===== config.mk =====
export PLATFORM = sky130hd
export DESIGN_NAME = synth_voice_flat
export DESIGN_NICKNAME = d
export VERILOG_FILES = /design/src/rtl/synth_pkg.sv /design/src/rtl/synth_voice_if.sv /design/src/rtl/synth_env.sv /design/src/rtl/synth_voice.sv /design/src/flat_wrapper.sv
export SDC_FILE = /design/constraint.sdc
export NUM_CORES = 1
export LEC_CHECK = 0
export CAP_MARGIN = 20
export CORE_ASPECT_RATIO = 2
export CORE_UTILIZATION = 61
export CTS_CLUSTER_SIZE = 14
export DETAILED_ROUTE_END_ITERATION = 8
export GPL_TIMING_DRIVEN = 0
export PLACE_DENSITY = 0.86
export SLEW_MARGIN = 25
export SYNTH_ARGS = -nofsm -noshare
export SYNTH_HDL_FRONTEND = slang
export SYNTH_HIERARCHICAL = 1
export SYNTH_SLANG_ARGS = --single-unit

===== constraint.sdc =====
create_clock -name clk -period 6.01 [get_ports clk]
set_input_delay 1.202 -clock clk [delete_from_list [all_inputs] [get_ports clk]]
set_output_delay 1.202 -clock clk [all_outputs]
set_load 0.01 [all_outputs]

===== src/rtl/synth_pkg.sv =====
// Shared encodings and default widths for the single-voice sample source.
package synth_pkg;
  localparam int SAMPLE_W_DEF = 16;
  localparam int PHASE_W_DEF  = 24;
  localparam int ENV_W_DEF    = 8;

  typedef enum logic [1:0] {
    WAVE_SAW    = 2'd0,
    WAVE_SQUARE = 2'd1,
    WAVE_TRI    = 2'd2,
    WAVE_OFF    = 2'd3
  } wave_e;

  typedef enum logic [1:0] {
    ENV_OFF     = 2'd0,
    ENV_ATTACK  = 2'd1,
    ENV_SUSTAIN = 2'd2,
    ENV_RELEASE = 2'd3
  } env_e;

  typedef enum logic [1:0] {
    SEQ_ADV   = 2'd0,
    SEQ_SCALE = 2'd1,
    SEQ_HOLD  = 2'd2
  } seq_e;
endpackage


===== src/rtl/synth_voice_if.sv =====
// Sample stream toward the I2S serializer: valid/ready handshake carrying one signed PCM sample.
interface synth_voice_if #(parameter int SAMPLE_W = synth_pkg::SAMPLE_W_DEF);
  logic                       s_valid;
  logic                       s_ready;
  logic signed [SAMPLE_W-1:0] s_data;

  modport master (output s_valid, output s_data, input s_ready);
  modport slave  (input s_valid, input s_data, output s_ready);
endinterface


===== src/rtl/synth_env.sv =====
// Attack/sustain/release envelope with saturating level; advances only on i_adv.
// Level and state update one cycle after the strobe; o_retrig is combinational on the strobe.
module synth_env
  import synth_pkg::*;
#(
  parameter int ENV_W = ENV_W_DEF
) (
  input  logic             clk,
  input  logic             rst,
  input  logic             i_adv,
  input  logic             i_gate,
  input  logic [ENV_W-1:0] i_attack_step,
  input  logic [ENV_W-1:0] i_release_step,
  output logic [ENV_W-1:0] o_level,
  output env_e             o_state,
  output logic             o_retrig
);
  localparam logic [ENV_W-1:0] LVL_MAX = '1;

  logic [ENV_W-1:0] r_level;
  env_e             r_state;
  logic [ENV_W:0]   w_att_sum;
  logic [ENV_W-1:0] w_att_lvl, w_rel_lvl, w_nxt_lvl;
  env_e             w_att_st, w_rel_st, w_nxt_st;

  // Level is 0 whenever OFF, so the attack path also covers the OFF->ATTACK start.
  assign w_att_sum = {1'b0, r_level} + {1'b0, i_attack_step};

  always_comb begin
    w_att_lvl = LVL_MAX;
    w_att_st  = ENV_SUSTAIN;
    if (i_attack_step != '0 && w_att_sum < {1'b0, LVL_MAX}) begin
      w_att_lvl = w_att_sum[ENV_W-1:0];
      w_att_st  = ENV_ATTACK;
    end
    w_rel_lvl = '0;
    w_rel_st  = ENV_OFF;
    if (i_release_step != '0 && r_level > i_release_step) begin
      w_rel_lvl = r_level - i_release_step;
      w_rel_st  = ENV_RELEASE;
    end
    w_nxt_lvl = r_level;
    w_nxt_st  = r_state;
    case (r_state)
      ENV_OFF:     if (i_gate) begin w_nxt_lvl = w_att_lvl; w_nxt_st = w_att_st; end
      ENV_ATTACK:  begin
        w_nxt_lvl = i_gate ? w_att_lvl : w_rel_lvl;
        w_nxt_st  = i_gate ? w_att_st  : w_rel_st;
      end
      ENV_SUSTAIN: if (!i_gate) begin w_nxt_lvl = w_rel_lvl; w_nxt_st = w_rel_st; end
      ENV_RELEASE: begin
        w_nxt_lvl = i_gate ? w_att_lvl : w_rel_lvl;
        w_nxt_st  = i_gate ? w_att_st  : w_rel_st;
      end
      default:     begin w_nxt_lvl = '0; w_nxt_st = ENV_OFF; end
    endcase
  end

  always_ff @(posedge clk or negedge rst) begin
    if (!rst) begin
      r_level <= '0;
      r_state <= ENV_OFF;
    end else if (i_adv) begin
      r_level <= w_nxt_lvl;
      r_state <= w_nxt_st;
    end
  end

  assign o_level  = r_level;
  assign o_state  = r_state;
  assign o_retrig = i_adv && (r_state == ENV_OFF) && i_gate;
endmodule


===== src/rtl/synth_voice.sv =====
// Phase-accumulator oscillator scaled by an ASR envelope; one sample per accepted handshake.
// Three-cycle minimum per sample (ADV, SCALE, HOLD); s_data/s_valid hold while s_ready is low.
module synth_voice
  import synth_pkg::*;
#(
  parameter int SAMPLE_W = SAMPLE_W_DEF,
  parameter int PHASE_W  = PHASE_W_DEF,
  parameter int ENV_W    = ENV_W_DEF
) (
  input  logic               clk,
  input  logic               rst,
  input  logic [PHASE_W-1:0] phase_inc,
  input  logic [1:0]         wave_sel,
  input  logic               gate,
  input  logic [ENV_W-1:0]   attack_step,
  input  logic [ENV_W-1:0]   release_step,
  synth_voice_if.master      s,
  output logic [ENV_W-1:0]   env_level,
  output logic [1:0]         env_state
);
  localparam logic signed [SAMPLE_W-1:0] SQ_POS = {1'b0, {(SAMPLE_W-1){1'b1}}};
  localparam logic signed [SAMPLE_W-1:0] SQ_NEG = {1'b1, {(SAMPLE_W-2){1'b0}}, 1'b1};

  seq_e                       r_seq;
  logic [PHASE_W-1:0]         r_phase;
  logic signed [SAMPLE_W-1:0] r_raw;

  logic                       w_adv, w_retrig;
  env_e                       w_env_state;
  logic [PHASE_W-1:0]         w_phase_cur;
  logic [SAMPLE_W-1:0]        w_u, w_fold, w_tri_sh;
  logic signed [SAMPLE_W-1:0] w_raw, w_scaled;
  logic signed [SAMPLE_W+ENV_W:0] w_prod;

  assign w_adv = (r_seq == SEQ_ADV);

  synth_env #(.ENV_W(ENV_W)) u_env (
    .clk            (clk),
    .rst            (rst),
    .i_adv          (w_adv),
    .i_gate         (gate),
    .i_attack_step  (attack_step),
    .i_release_step (release_step),
    .o_level        (env_level),
    .o_state        (w_env_state),
    .o_retrig       (w_retrig)
  );
  assign env_state = w_env_state;

  // A note-on from OFF restarts the waveform at phase 0 for this very sample.
  assign w_phase_cur = w_retrig ? '0 : r_phase;
  assign w_u         = w_phase_cur[PHASE_W-1 -: SAMPLE_W];
  assign w_fold      = w_u[SAMPLE_W-1] ? ~w_u : w_u;
  assign w_tri_sh    = w_fold << 1;

  always_comb begin
    w_raw = '0;
    case (wave_sel)
      WAVE_SAW:    w_raw = {~w_u[SAMPLE_W-1], w_u[SAMPLE_W-2:0]};
      WAVE_SQUARE: w_raw = w_u[SAMPLE_W-1] ? SQ_NEG : SQ_POS;
      WAVE_TRI:    w_raw = {~w_tri_sh[SAMPLE_W-1], w_tri_sh[SAMPLE_W-2:0]};
      default:     w_raw = '0;
    endcase
  end

  assign w_prod   = r_raw * $signed({1'b0, env_level});
  assign w_scaled = SAMPLE_W'(w_prod >>> ENV_W);

  always_ff @(posedge clk or negedge rst) begin
    if (!rst) begin
      r_seq     <= SEQ_ADV;
      r_phase   <= '0;
      r_raw     <= '0;
      s.s_valid <= 1'b0;
      s.s_data  <= '0;
    end else begin
      case (r_seq)
        SEQ_ADV: begin
          r_raw   <= w_raw;
          r_phase <= w_phase_cur + phase_inc;
          r_seq   <= SEQ_SCALE;
        end
        SEQ_SCALE: begin
          s.s_data  <= w_scaled;
          s.s_valid <= 1'b1;
          r_seq     <= SEQ_HOLD;
        end
        SEQ_HOLD: begin
          if (s.s_ready) begin
            s.s_valid <= 1'b0;
            r_seq     <= SEQ_ADV;
          end
        end
        default: r_seq <= SEQ_ADV;
      endcase
    end
  end
endmodule


===== src/flat_wrapper.sv =====
// flat-port wrapper written by rule: the top's interface ports become plain ports
module synth_voice_flat import synth_pkg::*;
#(
  parameter int SAMPLE_W = SAMPLE_W_DEF,
  parameter int PHASE_W  = PHASE_W_DEF,
  parameter int ENV_W    = ENV_W_DEF
)
  (clk, rst, phase_inc, wave_sel, gate, attack_step, release_step, env_level, env_state, s_s_valid, s_s_data, s_s_ready);
  synth_voice_if #(.SAMPLE_W(SAMPLE_W)) s_i ();
  input  logic clk;
  input  logic rst;
  input  logic [PHASE_W-1:0] phase_inc;
  input  logic [1:0] wave_sel;
  input  logic gate;
  input  logic [ENV_W-1:0] attack_step;
  input  logic [ENV_W-1:0] release_step;
  output logic [ENV_W-1:0] env_level;
  output logic [1:0] env_state;
  output wire logic [$bits(s_i.s_valid)-1:0] s_s_valid;
  output wire logic [$bits(s_i.s_data)-1:0] s_s_data;
  input wire logic [$bits(s_i.s_ready)-1:0] s_s_ready;
  assign s_s_valid = s_i.s_valid;
  assign s_s_data = s_i.s_data;
  assign s_i.s_ready = s_s_ready;
  synth_voice #(.SAMPLE_W(SAMPLE_W), .PHASE_W(PHASE_W), .ENV_W(ENV_W)) u_core (.clk(clk), .rst(rst), .phase_inc(phase_inc), .wave_sel(wave_sel), .gate(gate), .attack_step(attack_step), .release_step(release_step), .s(s_i), .env_level(env_level), .env_state(env_state));
endmodule

Yosys cells after proc, flatten, opt, wreduce, memory -nomap -nowiden
Index checks and enable logic that the tools add are counted.

storage, ports and cells
  register bits = 69
  latch bits = 0
  RAM bits = 0
  ROM bits = 0
  bits of input ports = 46
  output and inout port bits = 27
  memories kept = 0

operators by class
  add/sub/neg operators = 3
  multipliers = 1
  div/mod/pow operators = 0
  magnitude comparators = 2
  eq/ne operators = 10
  shifts and indexed selects = 0
  muxes and demuxes = 20
  bitwise logic cells = 3
  reductions and logical operators = 13

operators by type and width
  kind                                                        count
  case mux 16 bit (3 select lines)                            1
  2-to-1 mux 8 bit                                            5
  adder 24 bit                                                1
  multiplier 16 x 9 -> 24 bit                                 1
  2-to-1 mux 24 bit                                           1
  case mux 8 bit (3 select lines)                             1
  2-to-1 mux 16 bit                                           1
  nonzero test 8 bit                                          2
  2-to-1 mux 15 bit                                           1
  inverter 15 bit                                             1
  2-to-1 mux 2 bit                                            6
  case mux 2 bit (3 select lines)                             2
  adder 8 x 8 -> 9 bit                                        1
  less-than comparator 9 x 8 -> 1 bit, second input constant  1
  == test 2 bit, second input constant                        4
  greater-than comparator 8 bit                               1
  subtractor 8 bit                                            1
  == test 2 x 1 -> 1 bit, second input constant               3
  logical NOT 2 bit                                           3
  != test 2 bit, second input constant                        3
  logical AND 1 bit                                           4
  AND reduction 3 bit                                         1
  inverter 1 bit                                              2
  case mux 1 bit (2 select lines)                             1
  4 further kinds                                             4

Logic depth before layout (Yosys ltp)
  word-level depth = 8
  gate-level depth with buffers = 19
  gate-level depth less buffers = 18

Cells and area by module
The synthesis kept the hierarchy.

modules (own cells, without submodules)
  module       instances  cells an instance  area each (um2)  sequential area each (um2)
  synth_voice  1          972                8,127.8          1,476.4
  synth_env    1          172                1,403.8          250.2

Worst setup path before layout
No wires, ideal clock.

  path type = flip-flop to flip-flop
  from = register u_core.u_env.r_level[1], in the netlist u_core/u_env/o_level[1]
  to = register u_core.s.s_data[15]
  library setup time = 0.129 ns
  arrival time = 4.775 ns
  required time = 5.881 ns
  path slack = 1.106 ns
  stages on the path, launching flop included = 19
  buffers on the path = 1
  period minus slack after synthesis = 4.904 ns
  cells stage by stage = dfrtp_1 -> clkbuf_1 -> nand2_1 -> fa_1 -> inv_1 -> fa_1 -> fa_1 -> inv_1 -> fa_1 -> inv_1 -> ha_1 -> a21o_1 -> a21o_1 -> a221oi_1 -> o21ai_1 -> a41oi_1 -> o21bai_1 -> xnor2_1 -> o21ai_1

between the ends
  word-level cells in the longest chain between the ends = 1

RTL lines
  item                         RTL line             source
  start: declaration           synth_env.sv:20      logic [ENV_W-1:0] r_level;
  start signal: assignment     synth_env.sv:64      r_level <= w_nxt_lvl;
  multiplier 16 x 9 -> 24 bit  synth_voice.sv:66    assign w_prod = r_raw * $signed({1'b0, env_level});
  end signal: assignment       synth_voice.sv:84    s.s_data <= w_scaled;
  end: declaration             synth_voice_if.sv:7  modport master (output s_valid, output s_data, input s_ready);

Every way passes these cells.
A chain may end at the register's enable or synchronous reset.

Final worst setup path
  from = register u_core.u_env.r_level[2], in the netlist u_core/u_env/o_level[2]
  to = register u_core.s.s_data[15]

Same word-level chain as after synthesis.

==> flow_summary.json <==
{
  "status": "finished clean",
  "synth.top_cell.area_share": 0.2142,
  "synth_edf_count": 0,
  "cts_made_buffers": 9,
  "seq_area_frac_synth": 0.1811,
  "whs_path_depth": 2,
  "cts_sinks": 69,
  "synthToLayoutAreaGrowth_pct": 13.51,
  "critPathMaxFanout": 11,
  "hold_viol": 0,
  "rsz0062_at_grt": "no",
  "r2r_cells": 18,
  "gp_congestion": 0.9390,
  "synth_xor_area_frac": 0.04411,
  "synth_mux_area_frac": 0.002100,
  "ff2ff_setup_slack_ns": 0.26,
  "antenna_found_initial": 0,
  "vias": 8503,
  "drive_gt1_frac": 0.03656,
  "synth_fp_nets": 1374,
  "syn_avg_cell_area_um2": 8.332,
  "boundaryPins": 73,
  "arrival_ns": 5.96,
  "syn-cell-area_mm2": 0.009532,
  "grt_usage": 0.3256,
  "cp-end-kind": "register",
  "die_h_um": 178.8,
  "fmax_ghz": 0.1739,
  "synth_top_area_cell": "fa_1",
  "synth_cell_type_count": 71,
  "synth_compound_area_frac": 0.1915,
  "grt_pass1_wl_um": 41140,
  "finalCritPeriodShare": 0.9570,
  "setup_viol": 0,
  "maxSlewHeadroom": 0.5751,
  "r2r-start": "u_core/u_env/o_level[2]",
  "first_global_vias": 8951,
  "period_needed_ns": 5.752,
  "start_util": 0.6232,
  "r2r_end": "u_core/s.s_data[15]",
  "report.final.slew_viol_count": 0,
  "tns_ns": 0,
  "drv_cap": 0,
  "max_slew.worst_pin.slew_ns": 0.6373,
  "synthAdderAreaFrac": 0.3219,
  "cts_tree": "yes",
  "dpl_cell_area_mm2": 0.01052,
  "nets": 1456,
  "dr.pass1.iters": 5,
  "hpwl_um": 19960,
  "post-route-drc-count": 0,
  "ys_top_cells_by_area": "fa_1 21%, dfrtp_1 18%, ha_1 11%, inv_1 7.0%, nand2_1 5.4%",
  "min_path_type": "reg2reg",
  "synth_top_family_by_area": "adder cells",
  "viasPerCell": 5.946,
  "synth_seq_cells": 69,
  "yosys.area_share.simple": 0.1675,
  "post_cts_buffers": 0,
  "h-tree-depth": 3,
  "grt_overflow": 0,
  "placementRows": 64,
  "cp.required_ns": 6.22,
  "crit_start": "u_core/u_env/o_level[2]",
  "port_buffers": 71,
  "synthCells": 1144,
  "detail_route.wl_per_cell_um": 17.43,
  "worst_skew_pair.late_latency_ns": 0.34,
  "dieArea_mm2": 0.01616,
  "grt_max_degree": 51,
  "core_mm2": 0.01529,
  "start_kind": "register",
  "final_area_mm2": 0.01082,
  "finClkSkew_ns": 0.006526,
  "worst-setup-path-type": "reg2reg",
  "wirelength_um": 24920,
  "ys.flop_type": "dfrtp_1",
  "cts-root-buf": "clkbuf_16",
  "hold_end": "u_core/r_phase[4]",
  "cts-resized-gates": 0,
  "ant_nets": 0,
  "async_flop_share": 1.000,
  "min_from": "u_core/r_phase[4]",
  "drtIter0Drc": 558,
  "clk_path_buf_depth": 2,
  "yosysWarnings": 6,
  "dieWidth_um": 90.39,
  "clk_pin_slew_worst_paths_ns": 0.06,
  "cts_hold_buf": 0
}
-- cell usage in the layout (no fill, tap or decap), drive strengths merged, types with 10 or more instances in the layout --
cell type and n:
a211oi 15, a21o 15, a21oi 73, a22o 14
and2 60, clkbuf 58, clkdlybuf4s50 70, dfrtp 69
fa 102, ha 82, inv 180, nand2 137
nand3 14, nor2 55, nor2b 16, nor3 11
o21a 10, o21ai 86, o22ai 19, xnor2 24
xor2 24
-- cells in the mapped netlist, types with 24 or more instances --
master	instances
clkbuf_1	50
dfrtp_1	69
fa_1	102
inv_1	178
nor2_1	55
nand2_1	136
ha_1	82
xnor2_1	24
and2_1	59
a21oi_1	73
o21ai_0	61
xor2_1	24
-- final cells by class --
class                   count  area, um^2
inverters                 179       671.9
repair buffers             72       735.7
fillers                  1209        4476
well taps                 198       247.7
multi-input cells         844        6930
clock inverters             7       73.82
plain buffers              51       201.4
diodes                      1       2.502
clock buffers               9       225.2
flip-flops and latches     69        1730
-- critical path: stages, from the launching register on --
cell	delay [ns]
dfrtp_1	0.65
clkbuf_1	0.50
nand2_1	0.16
fa_1	0.55
inv_1	0.06
fa_1	0.48
fa_1	0.55
inv_1	0.05
fa_1	0.47
inv_1	0.04
ha_1	0.34
a21o_1	0.20
a21o_1	0.17
a221oi_1	0.29
o21ai_1	0.23
a41oi_1	0.35
o21bai_1	0.14
xnor2_1	0.30
o21ai_1	0.10
-- per-layer routing --
layer / up-vias / track usage / share of wire
li1: 3936 / - / -
met1: 4097 / 0.3018 / 0.33
met2: 340 / 0.6457 / 0.56
met3: 130 / 0.03902 / 0.041
met4: 0 / 0.2292 / 0.067
met5: - / 0 / 0
-- sequential cells by signal, indices dropped and copies added, names as in the netlist --
| signal | cells |
|---|---|
| u_core/r_phase | 24 |
| u_core/r_raw | 16 |
| u_core/s.s_data | 16 |
| u_core/u_env/o_level | 8 |
| u_core/r_seq | 2 |
| u_core/u_env/o_state | 2 |
| u_core/s.s_valid | 1 |
-- worst max path at each step --
stage,to,slack [ns],cells after the start
floorplan,u_core/s.s_data[15],1.11,18
CTS,u_core/s.s_data[15],0.15,18
global placement,u_core/s.s_data[15],0.30,18
global route,u_core/s.s_data[15],0.01,18
finish,u_core/s.s_data[15],0.26,18
detailed placement,u_core/s.s_data[15],0.17,18
-- per-stage QoR --
step | std cells | hold slack [ns] | setup slack [ns] | utilization
4_1_cts | 1430 | 0.4736 | 0.1519 | 0.7071
2_1_floorplan | 1144 | 0.4379 | 1.106 | -
3_5_place_dp | 1414 | 0.4591 | 0.1668 | 0.6875
6_report | 1430 | 0.4694 | 0.2584 | 0.7074
5_1_grt | 1429 | 0.5126 | 0.01138 | 0.7072
3_3_place_gp | 1413 | 0.4548 | 0.2953 | 0.6859
-- cells by family after synthesis --
kind of cell / after synthesis
DFF: 69
muxes: 2
adders and majority gates: 184
xor gates and xnor gates: 48
AOI/OAI and AO/OA: 281
buffers and inverters: 231
and+or+nand+nor: 329
Power is not shown: default switching activity piles up to over one toggle a cycle in this logic, so the estimate is an artifact.
